==> config.mk <==
export PLATFORM = sky130hd
export DESIGN_NAME = upsample2x2_stream
export DESIGN_NICKNAME = d
export VERILOG_FILES = /design/src/rtl/pool_pkg.sv /design/src/rtl/upsample_line_buf.sv /design/src/rtl/upsample2x2_stream.sv
export SDC_FILE = /design/constraint.sdc
export NUM_CORES = 1
export LEC_CHECK = 0
export CAP_MARGIN = 25
export CORE_MARGIN = 5
export CORE_UTILIZATION = 30
export DETAILED_ROUTE_END_ITERATION = 8
export PLACE_DENSITY = 0.51
export SYNTH_ARGS = -nofsm -noshare
export SYNTH_HDL_FRONTEND = slang
export SYNTH_HIERARCHICAL = 1
export SYNTH_SLANG_ARGS = --single-unit
==> constraint.sdc <==
create_clock -name clk -period 3.9 [get_ports clk]
set_input_delay 0.585 -clock clk [delete_from_list [all_inputs] [get_ports clk]]
set_output_delay 0.585 -clock clk [all_outputs]
set_load 0.01 [all_outputs]
==> src/rtl/pool_pkg.sv <==
// Shared types and sizing helpers for the pooling / unpooling stream stages.
// Used by the 2x2 upsampler and its line buffer.
package pool_pkg;

    typedef enum logic {
        FILL,
        REPLAY
    } upsample_state_t;

    localparam int DEF_DATA_WIDTH = 24;

    function automatic int cnt_width(input int n);
        return $clog2(n) + 1;
    endfunction

endpackage

==> src/rtl/upsample_line_buf.sv <==
// Single-port pixel line buffer: registered write, combinational read.
// Holds one pooled row so the upsampler can replay it as the odd output row.
module upsample_line_buf
    import pool_pkg::*;
#(
    parameter int DATA_WIDTH = DEF_DATA_WIDTH,
    parameter int DEPTH      = 9,
    parameter int AW         = cnt_width(DEPTH)
) (
    input  logic                  clk,
    input  logic                  we,
    input  logic [AW-1:0]         addr,
    input  logic [DATA_WIDTH-1:0] wdata,
    output logic [DATA_WIDTH-1:0] rdata
);

    logic [DATA_WIDTH-1:0] mem [DEPTH];

    always_ff @(posedge clk) begin
        for (int i = 0; i < DEPTH; i++) begin
            if (we && addr == AW'(i)) begin
                mem[i] <= wdata;
            end
        end
    end

    always_comb begin
        rdata = '0;
        for (int i = 0; i < DEPTH; i++) begin
            if (addr == AW'(i)) begin
                rdata = mem[i];
            end
        end
    end

endmodule

==> src/rtl/upsample2x2_stream.sv <==
// Streaming 2x2 unpool: nearest-neighbour replication, or sparse zero fill
// when UPSAMPLE_ZERO_FILL_EN is defined.
module upsample2x2_stream
    import pool_pkg::*;
#(
    parameter int DATA_WIDTH = DEF_DATA_WIDTH,
    parameter int IN_WIDTH   = 9,
    parameter int IN_HEIGHT  = 9
) (
    input  logic                  clk,
    input  logic                  rst_n,
    input  logic                  in_valid,
    output logic                  in_ready,
    input  logic [DATA_WIDTH-1:0] in_pixel,
    output logic                  out_valid,
    input  logic                  out_ready,
    output logic [DATA_WIDTH-1:0] out_pixel,
    output logic                  out_last
);

    localparam int CW = cnt_width(IN_WIDTH);
    localparam int RW = cnt_width(IN_HEIGHT);
    localparam logic [CW-1:0] COL_LAST = CW'(IN_WIDTH - 1);
    localparam logic [RW-1:0] ROW_LAST = RW'(IN_HEIGHT - 1);

    upsample_state_t       state;
    logic [CW-1:0]         col;
    logic [RW-1:0]         row;
    logic                  dup;
    logic                  slot_free;
    logic                  in_fire;
    logic                  col_end;
    logic                  row_end;
    logic [DATA_WIDTH-1:0] dup_pix;
    logic [DATA_WIDTH-1:0] replay_pix;

    assign slot_free = !out_valid || out_ready;
    assign in_ready  = slot_free && (state == FILL) && !dup;
    assign in_fire   = in_valid && in_ready;
    assign col_end   = (col == COL_LAST);
    assign row_end   = (row == ROW_LAST);

`ifdef UPSAMPLE_ZERO_FILL_EN
    assign dup_pix    = '0;
    assign replay_pix = '0;
`else
    logic [DATA_WIDTH-1:0] rd_data;

    upsample_line_buf #(
        .DATA_WIDTH (DATA_WIDTH),
        .DEPTH      (IN_WIDTH),
        .AW         (CW)
    ) u_line_buf (
        .clk   (clk),
        .we    (in_fire),
        .addr  (col),
        .wdata (in_pixel),
        .rdata (rd_data)
    );

    // The second FILL copy simply repeats the registered pixel.
    assign dup_pix    = out_pixel;
    assign replay_pix = rd_data;
`endif

    always_ff @(posedge clk) begin
        if (!rst_n) begin
            state     <= FILL;
            col       <= '0;
            row       <= '0;
            dup       <= 1'b0;
            out_valid <= 1'b0;
            out_pixel <= '0;
            out_last  <= 1'b0;
        end else if (slot_free) begin
            out_last <= 1'b0;
            unique case (state)
                FILL: begin
                    if (dup) begin
                        out_pixel <= dup_pix;
                        out_valid <= 1'b1;
                        dup       <= 1'b0;
                        if (col_end) begin
                            col   <= '0;
                            state <= REPLAY;
                        end else begin
                            col <= col + 1'b1;
                        end
                    end else if (in_fire) begin
                        out_pixel <= in_pixel;
                        out_valid <= 1'b1;
                        dup       <= 1'b1;
                    end else begin
                        out_valid <= 1'b0;
                    end
                end
                REPLAY: begin
                    out_pixel <= replay_pix;
                    out_valid <= 1'b1;
                    dup       <= !dup;
                    if (dup) begin
                        out_last <= col_end && row_end;
                        if (col_end) begin
                            col   <= '0;
                            state <= FILL;
                            row   <= row_end ? '0 : row + 1'b1;
                        end else begin
                            col <= col + 1'b1;
                        end
                    end
                end
                default: begin
                    state <= FILL;
                end
            endcase
        end
    end

endmodule

==> reports/results.ini, run 1 <==
[outcome]
outcome=finished clean

[yosys]
ys_seq_elements=254
synth_seq_area_share_pct=69.00
async_reset_ff_share_pct=0
syn-num-nets=795
synthFlopType=edfxtp_1
synth_most_common_cell=edfxtp_1
synth_warnings=6
synth_top_area_cell=edfxtp_1
syn_avg_cell_area_sq_um=13.76
synthTopCellsByArea=edfxtp_1 62%, dfxtp_1 7.2%, mux2i_1 4.5%
synth_cell_type_count=52
syn_area_sq_um=10500
synthCells=763
synth.top_cells.by_count=216 x edfxtp_1, 55 x a21oi_1, 47 x mux2i_1, 44 x nor2_1, 42 x nand2b_1
synth_edf_count=216
synth_top_cell_area_share_pct=61.76

[detailed_routing]
vias_per_cell=4.912
via_count=6400
drt_iter0_drc=452
drtAntennaViolNets=0
drt-total-wl_mm=25.81
avgRoutedWirePerCell_microns=19.81
drc_errors=0
drtPass1Iterations=5

[clock_tree]
holdBufCountCts=0
clock-sinks=254
cts_buffers=27
cts.htree.levels=1
cts_buffer_depth=3
clk_pin_slew_ns=0.06
cts_resized=0
post_cts_buffers=0
cts_root_buffer=clkbuf_16
cts_tree=done
clkLatencyLatePin_ns=0.53

[power_and_ir_drop]
worst_ir_drop_vdd_mv=0.3026
p_leak_nw=4.184
power.density_nw_per_um2=481.3

[timing]
finalHoldViolations=0
fmax_ghz=0.3683
fin_crit_ns=2.715
setup_viol=0
maxSlewHeadroom_pct=52.27
fin_tns_setup_ns=0
clock_skew_ns=0.007851
slew_violations=0
rsz0062_at_grt=false
tightest_slew_ns=0.7160
hold_ws_ns=0.4848
period_share_pct=69.62

[worst_setup_path]
cp_top_family=simple AND/OR/NAND/NOR gates
critical_path_class=register to register
reg2reg_depth=8
cp.depth=8
cp_num_buf_inv=1
start_kind=register
cp.arrival_ns=3.14
critPathMaxStageDelay_ns=0.62
crit_path_cell_trace=or3b_1 > nor2_1 > buf_4 > a222oi_1 > a21o_1 > o21ai_1 > mux2i_1 > a211oi_1
cp_max_fo=17
crit_path_end_kind=register
required_ns=4.33
crit_slowest_cell=or3b_1

[cells_and_area]
seq_area_sq_um=7253
fillCellCount=3394
stdcell_count=1303
antennaDiodeCount=0
drive_gt1_share_pct=11.56
syn_to_final_growth_pct=19.55
num-nets-final=860
multi_input_area_sq_um=2974

[global_route]
grt_pass1_vias=6560
overflow=0
grt_usage_pct=13.02
grt_pass1_wl_mm=39.60
antenna_found_initial=0
grt_max_degree=49

[floorplan]
initial_core_util_pct=30.40
die_w_microns=197.1
die_h_microns=197.1
die-area_sq_um=38850
core_area_sq_um=34540
num_rows=68
num_io_pins=55

[placement]
placed_cells=1254
dp_hpwl_mm=15.63
place_congestion=0.7317
port-buffer-count=54

[job]
cap_violations=0

[hold_path]
min_path_type=register to register
whs_path_depth=2

-- power by group --
| group | internal [mW] | leakage [nW] | switching [mW] | total [mW] |
|---|---|---|---|---|
| Sequential | 3.00 | 2.27 | 0.0341 | 3.03 |
| Clock | 1.63 | 0.441 | 1.00 | 2.64 |
| Combinational | 0.171 | 1.48 | 0.203 | 0.374 |
-- final timing paths --
path	from	slack, ns	to
max	col[2]$_SDFFE_PN0P_	1.18	out_pixel[23]$_SDFFE_PN0P_
max reg2reg	col[2]$_SDFFE_PN0P_	1.18	out_pixel[23]$_SDFFE_PN0P_
min reg2reg	row[4]$_SDFFE_PN0P_	0.48	row[4]$_SDFFE_PN0P_
min	row[4]$_SDFFE_PN0P_	0.48	row[4]$_SDFFE_PN0P_
-- cells by family after synthesis --
logic type | after synthesis | synth area share (%)
flops | 254 | 69.00
compound gates | 226 | 13.88
simple gates | 164 | 8.399
buf+inv | 64 | 3.038
mux | 50 | 5.123
fa+ha+maj | 4 | 0.4765
xor+xnor | 1 | 0.08341
-- sequential cells by signal, indices dropped and copies added (netlist names) --
name	cells
dup	1
col	5
out_valid	1
u_line_buf/mem	216
row	5
state	1
out_pixel	24
out_last	1
-- tightest hold or removal path, cell delays in order, from the launching register on --
cell and delay [ns]:
dfxtp_1 0.32, o31ai_1 0.07, a21oi_1 0.06
-- area by class of cell --
| type | count | area share, % |
|---|---|---|
| clock buffers | 36 | 5.810 |
| flip-flops and latches | 254 | 57.77 |
| repair buffers | 90 | 6.457 |
| well taps | 455 | 4.534 |
| inverters | 10 | 0.2990 |
| multi-input cells | 445 | 23.69 |
| clock inverters | 13 | 1.445 |
-- routing by layer --
layer  routed length (microns)  track usage [%]
met5                         0                0
met4                       480            3.005
met3                      1075            1.927
met2                     12550            22.04
met1                     11710            17.79
-- per-stage QoR --
step	util (%)	area (sq um)	total power, mW	setup slack, ns
3_5_place_dp	33.71	11640	3.472	1.068
2_1_floorplan	-	10500	3.291	0.4406
6_report	36.35	12560	6.043	1.185
4_1_cts	36.35	12560	6.120	1.185
5_1_grt	36.35	12560	6.269	0.9076
3_3_place_gp	33.71	11640	3.470	1.045
-- cell usage in the layout (no fill, tap or decap), types with 7 or more instances in the layout --
| cell | n |
|---|---|
| a211oi_1 | 27 |
| a21o_1 | 38 |
| a21oi_1 | 55 |
| a222oi_1 | 19 |
| buf_4 | 36 |
| clkbuf_1 | 7 |
| clkbuf_16 | 27 |
| clkdlybuf4s50_1 | 54 |
| clkinv_1 | 8 |
| dfxtp_1 | 35 |
| edfxtp_1 | 216 |
| inv_1 | 9 |
| mux2i_1 | 47 |
| nand2_1 | 33 |
| nand2b_1 | 42 |
| nand3_1 | 7 |
| nor2_1 | 38 |
| nor2_2 | 7 |
| o21ai_0 | 34 |
| o21ai_1 | 20 |
| o22ai_1 | 21 |
Note: power is estimated with default switching activity, not from simulation.
==> run 2: changes to the inputs <==
clock period = 2.6 ns   (was 3.9 ns; I/O delays follow)
==> run 2 against run 1 <==
Via count rose by 3.2%. Clock-buffer cell count down 1. Power is 42% higher. Core utilization increased by 0.60 points. Sequential cell count stayed put. Non-clock buffer count grew 21. Clock power increased by 30%. First-iteration DRC count is 38% higher. Sequential power up 50%. Wire length grew 4.0%. Global-route usage grew 0.60 points. Die area stayed put. Critical endpoint is now in_ready.
==> reports/results.ini, run 2 (synthesis results as in run 1) <==
[detailed_routing]
drt_iter0_drc=624  ; was 452
drt-total-wl_mm=26.85  ; was 25.81 mm
via_count=6607  ; was 6400
drtAntennaViolNets=0  ; unchanged
vias_per_cell=4.986  ; was 4.912
avgRoutedWirePerCell_microns=20.26  ; was 19.81 microns
drtPass1Iterations=7  ; was 5
drc_errors=0  ; unchanged

[timing]
finalHoldViolations=0  ; unchanged
setup_viol=0  ; unchanged
rsz0062_at_grt=false  ; unchanged
clock_skew_ns=0.01332  ; was 0.007851 ns
tightest_slew_ns=0.6275  ; was 0.7160 ns
maxSlewHeadroom_pct=57.60  ; was 52.27%
fmax_ghz=0.4250
period_share_pct=90.50
fin_crit_ns=2.353
slew_violations=0  ; unchanged
final.setup.worst_slack_ns=0.2470  ; was 1.185 ns

[cells_and_area]
multi_input_area_sq_um=3003  ; was 2974 sq um
num-nets-final=881  ; was 860
syn_to_final_growth_pct=21.54  ; was 19.55%
final_cell_mix=216 x edfxtp_1, 55 x a21oi_1, 54 x clkdlybuf4s50_1  ; unchanged
seq_area_sq_um=7253  ; unchanged
antennaDiodeCount=0  ; unchanged
largest_register_ffs=216  ; unchanged
drive_gt1_share_pct=13.91  ; was 11.56%
largestRegisters=u_line_buf/mem x216, out_pixel x24  ; unchanged
final_common_cell=edfxtp_1  ; unchanged
fin_area_sq_um=12760  ; was 12560 sq um
max_flop_register=u_line_buf/mem  ; unchanged
stdcell_count=1325  ; was 1303
fillCellCount=3350  ; was 3394

[power_and_ir_drop]
p_comb_share_pct=7.3  ; was 6.2%
worst_ir_drop_vdd_mv=0.5335  ; was 0.3026 mV
clkPwrFrac_pct=39.9  ; was 43.6%
swShare_pct=22.14  ; was 20.54%
p_int_mw=6.691  ; was 4.802 mW
pwr-share-seq_pct=52.7  ; was 50.2%
power.density_nw_per_um2=673.2  ; was 481.3 nW/um^2
p_leak_nw=4.277  ; was 4.184 nW
power.switching_mw=1.903  ; was 1.241 mW

[clock_tree]
cts_resized=0  ; unchanged
clkLatencyLatePin_ns=0.53  ; about the same
post_cts_buffers=0  ; unchanged
clock-sinks=254  ; unchanged
holdBufCountCts=0  ; unchanged
cts_buffers=27  ; unchanged
cts_buffer_depth=3  ; unchanged
clk_pin_slew_ns=0.07  ; was 0.06 ns
cts_tree=done  ; unchanged
cts_root_buffer=clkbuf_16  ; unchanged
cts.htree.levels=1  ; unchanged

[global_route]
grt_pass1_vias=6672  ; was 6560
grt_usage_pct=13.62  ; was 13.02%
antenna_found_initial=0  ; unchanged
grt_max_degree=62  ; was 49
overflow=0  ; unchanged
grt_pass1_wl_mm=41.02  ; was 39.60 mm

[placement]
place_congestion=0.7806  ; was 0.7317
port-buffer-count=54  ; unchanged
placed_cells=1275  ; was 1254
place_area_sq_um=11980  ; was 11640 sq um
place_ws_ns=0.1039  ; was 1.068 ns
dp_hpwl_mm=16.88  ; was 15.63 mm

[worst_setup_path]
r2r-start=col[0]$_SDFFE_PN0P_  ; was col[2]$_SDFFE_PN0P_
crit_path_end_kind=output pin  ; was register
cp.arrival_ns=1.96  ; was 3.14 ns
startpoint=out_valid$_SDFFE_PN0N_  ; was col[2]$_SDFFE_PN0P_
start_kind=register  ; unchanged
required_ns=2.21  ; was 4.33 ns
critical_path_class=register to output pin  ; was register to register
cp_max_fo=4  ; was 17

[floorplan]
die_w_microns=197.1  ; unchanged
core_area_sq_um=34540  ; unchanged
die-area_sq_um=38850  ; unchanged
initial_core_util_pct=30.40  ; unchanged
num_io_pins=55  ; unchanged
die_h_microns=197.1  ; unchanged
num_rows=68  ; unchanged

[hold_path]
min_path_type=primary input to register  ; was register to register
min_from=rst_n  ; was row[4]$_SDFFE_PN0P_

[outcome]
outcome=finished clean  ; unchanged

[job]
cap_violations=0  ; unchanged

run 2: changes by cell type in the layout (fill, tap and decap cells not counted), sizes merged:
cell      previous run  this run
buf                 36        57
bufinv               5         0
clkinv               9        13
clkinvlp             0         2
clkbuf              36        35
inv                  9        10
run 2: per-layer routing:
metal  GRT usage, %  vias to the layer above  part of all wire, %
li1               -                     3114                    -
met1          19.41                     3309                   47
met2          21.75                      157                   46
met3          2.746                       27                  5.5
met4          2.825                        0                  1.4
met5              0                        -                    0
run 2: worst paths after layout:
kind | end | slack [ns] | cells past startpoint
min | col[4]$_SDFFE_PN0P_ | 0.48 | 3
max reg2reg | u_line_buf/mem[0][199]$_DFFE_PP_ | 0.28 | 5
max | in_ready | 0.25 | 4
min reg2reg | row[4]$_SDFFE_PN0P_ | 0.49 | 2
run 2: stage by stage:
stage	utilization, %	power (mW)	TNS [ns]	hold slack (ns)
after floorplan	-	4.940	-20.73	0.4503
after global placement	34.69	5.257	0	0.4659
after detailed placement	34.69	5.260	0	0.4843
after CTS	36.95	8.726	0	0.4452
after global routing	36.95	8.967	0	0.4736
final	36.95	8.593	0	0.4804
run 2: cell type report:
class                   count  share of cell area (%)
multi-input cells         445                   23.52
repair buffers            111                   8.763
inverters                  10                  0.2941
clock inverters            15                  0.6077
well taps                 455                   4.460
clock buffers              35                   5.528
flip-flops and latches    254                   56.82
run 2: power groups by stage:
| stage | registers [mW] | clock network, mW | logic, mW |
|---|---|---|---|
| 2_1_floorplan | 4.63 | 0 | 0.312 |
| 3_3_place_gp | 4.62 | 0 | 0.638 |
| 3_5_place_dp | 4.62 | 0 | 0.641 |
| 4_1_cts | 4.53 | 3.55 | 0.643 |
| 5_1_grt | 4.54 | 3.74 | 0.694 |
| 6_report | 4.53 | 3.43 | 0.630 |
run 2: worst max-delay path, stage by stage, from the launching register on:
cell and delay, ns:
dfxtp_1 0.32, nor2b_1 0.14, buf_4 0.14, nor3_1 0.23, clkdlybuf4s50_1 0.60
==> run 3: changes to the inputs <==
PLACE_DENSITY = 0.52   (was 0.51)
REMOVE_ABC_BUFFERS = 1   (was not set)
clock period = 2.15 ns   (was 2.6 ns; I/O delays follow)
==> run 3 against run 2 <==
Clock skew is 0.0026 ns higher. First-iteration DRC count decreased by 27%. Combinational power increased by 21%.
==> reports/results.ini, run 3 (synthesis results as in run 1) <==
[outcome]
outcome=finished clean  ; unchanged

[clock_tree]
cts.htree.levels=1  ; unchanged
clkLatencyLatePin_ns=0.54  ; was 0.53 ns
cts_tree=done  ; unchanged
cts_buffer_depth=3  ; unchanged
clk_pin_slew_ns=0.06  ; was 0.07 ns
clock-sinks=254  ; unchanged
holdBufCountCts=0  ; unchanged
cts_buffers=28  ; was 27
cts_root_buffer=clkbuf_16  ; unchanged

[detailed_routing]
drtAntennaViolNets=0  ; unchanged
drt_iter0_drc=456  ; was 624
avgRoutedWirePerCell_microns=19.98  ; was 20.26 microns
via_count=6635  ; was 6607
drtPass1Iterations=5  ; was 7
drt-total-wl_mm=26.77  ; was 26.85 mm
drc_errors=0  ; unchanged
vias_per_cell=4.951  ; was 4.986

[floorplan]
die_w_microns=197.1  ; unchanged
core_area_sq_um=34540  ; unchanged
num_io_pins=55  ; unchanged
die-area_sq_um=38850  ; unchanged
die_h_microns=197.1  ; unchanged
initial_core_util_pct=30.40  ; unchanged
num_rows=68  ; unchanged

[timing]
period_share_pct=99.44
fin_tns_setup_ns=0  ; unchanged
finalHoldViolations=0  ; unchanged
tightest_slew_ns=0.6425  ; was 0.6275 ns
hold_ws_ns=0.3834  ; was 0.4804 ns
fin_crit_ns=2.138
maxSlewHeadroom_pct=57.17  ; was 57.60%
clock_skew_ns=0.01596  ; was 0.01332 ns
rsz0062_at_grt=true  ; was false
final.setup.worst_slack_ns=0.01197  ; was 0.2470 ns
slew_violations=0  ; unchanged
setup_viol=0  ; unchanged
fmax_ghz=0.4677

[placement]
place_congestion=0.7503  ; was 0.7806
dp_hpwl_mm=16.45  ; was 16.88 mm
place_ws_ns=-0.2143  ; was 0.1039 ns
place_area_sq_um=12080  ; was 11980 sq um
port-buffer-count=54  ; unchanged

[worst_setup_path]
reg2reg_depth=9  ; was 5
critical_path_class=register to register  ; was register to output pin
crit_slowest_cell=or3b_4  ; was clkdlybuf4s50_1
cp_num_buf_inv=2  ; unchanged
startpoint=col[3]$_SDFFE_PN0P_  ; was out_valid$_SDFFE_PN0N_
cp.arrival_ns=2.59  ; was 1.96 ns
r2r-start=col[3]$_SDFFE_PN0P_  ; was col[0]$_SDFFE_PN0P_
required_ns=2.60  ; was 2.21 ns
cp_max_fo=5  ; was 4
cp.depth=9  ; was 4
crit_path_end_kind=register  ; was output pin
critPathMaxStageDelay_ns=0.39  ; was 0.60 ns
crit_path_cell_trace=or3b_4 > or2_4 > a21oi_4 > buf_4 > clkbuf_16 > a21oi_1 > o21ai_1 > mux2i_1 > a211oi_1  ; was nor2b_1 > buf_4 > nor3_1 > clkdlybuf4s50_1
cp_top_family=simple AND/OR/NAND/NOR gates  ; was buffers and inverters
start_kind=register  ; unchanged

[cells_and_area]
largest_register_ffs=216  ; unchanged
antennaDiodeCount=0  ; unchanged
largestRegisters=u_line_buf/mem x216, out_pixel x24  ; unchanged
syn_to_final_growth_pct=25.18  ; was 21.54%
max_flop_register=u_line_buf/mem  ; unchanged
num-nets-final=896  ; was 881
drive_gt1_share_pct=16.72  ; was 13.91%
final_util_pct=38.06  ; was 36.95%
fin_area_sq_um=13150  ; was 12760 sq um
final_common_cell=edfxtp_1  ; unchanged
final_cell_mix=216 x edfxtp_1, 54 x a21oi_1, 53 x clkdlybuf4s50_1  ; was 216 x edfxtp_1, 55 x a21oi_1, 54 x clkdlybuf4s50_1

[hold_path]
min_path_type=primary input to register  ; unchanged
min_from=rst_n  ; unchanged
whs_path_depth=3  ; unchanged

[power_and_ir_drop]
p_leak_nw=4.462  ; was 4.277 nW
power.density_nw_per_um2=841.4  ; was 673.2 nW/um^2
worst_ir_drop_vdd_mv=0.6313  ; was 0.5335 mV

[global_route]
overflow=0  ; unchanged
grt_max_degree=62  ; unchanged
grt_pass1_vias=6663  ; was 6672
grt_usage_pct=13.27  ; was 13.62%
grt_pass1_wl_mm=40.42  ; was 41.02 mm
antenna_found_initial=0  ; unchanged

[job]
cap_violations=0  ; unchanged

==> run 3: cell count changes in the layout (fill, tap and decap cells not counted), moves of 4 or more <==
| cell | change |
|---|---|
| buf_4 | +4 |
| a211oi_2 | +4 |
| bufinv_16 | +4 |
| a211oi_1 | -4 |
==> run 3: metrics by stage <==
step           cells  total power, mW
2_1_floorplan    709            5.962
3_5_place_dp    1285            6.338
5_1_grt         1340            11.49
3_3_place_gp    1285            6.333
4_1_cts         1336            11.19
6_report        1340            11.06
==> run 3: path summary, 6_finish.rpt <==
path                                                  end  slack, ns
worst max-delay path            out_pixel[8]$_SDFFE_PN0P_       0.01
worst min-delay path                  col[4]$_SDFFE_PN0P_       0.38
worst max register to register  out_pixel[8]$_SDFFE_PN0P_       0.01
worst min register to register        row[4]$_SDFFE_PN0P_       0.49
==> run 3: cell type report <==
class	instances	area, sq um
fill	3348	21400
multi-input combinational	445	3013
tap	455	569.3
clock buffer	35	737.0
clock inverter	16	198.9
inverter	10	41.29
sequential	254	7254
timing repair buffer	125	1334
==> run 3: tightest hold or removal path: cells and delay by family <==
family	cells	cell delay [ns]
AND/OR/NAND/NOR	1	0.07
buffers and inverters	1	0.42
AO/OA/AOI/OAI	1	0.05
==> run 3: timing repair <==
action,4_1_cts,5_1_grt
gates resized for setup,4,15
pin swaps,0,9
endpoints found under the setup margin,11,22
buffers inserted,0,2
gates cloned,0,2
==> run 3: where the power goes <==
part | total (mW) | internal [mW] | switching [mW]
Sequential | 5.47 | 5.44 | 0.0351
Clock | 4.82 | 2.91 | 1.91
Combinational | 0.763 | 0.354 | 0.409
==> run 3: metal layers <==
layer  vias up  share of wire [%]  GRT usage, %
met5         -                  0             0
met4         0                2.0         3.338
met3        41                5.3         2.268
met2       170                 46         20.93
met1      3283                 47         19.14
li1       3141                  -             -
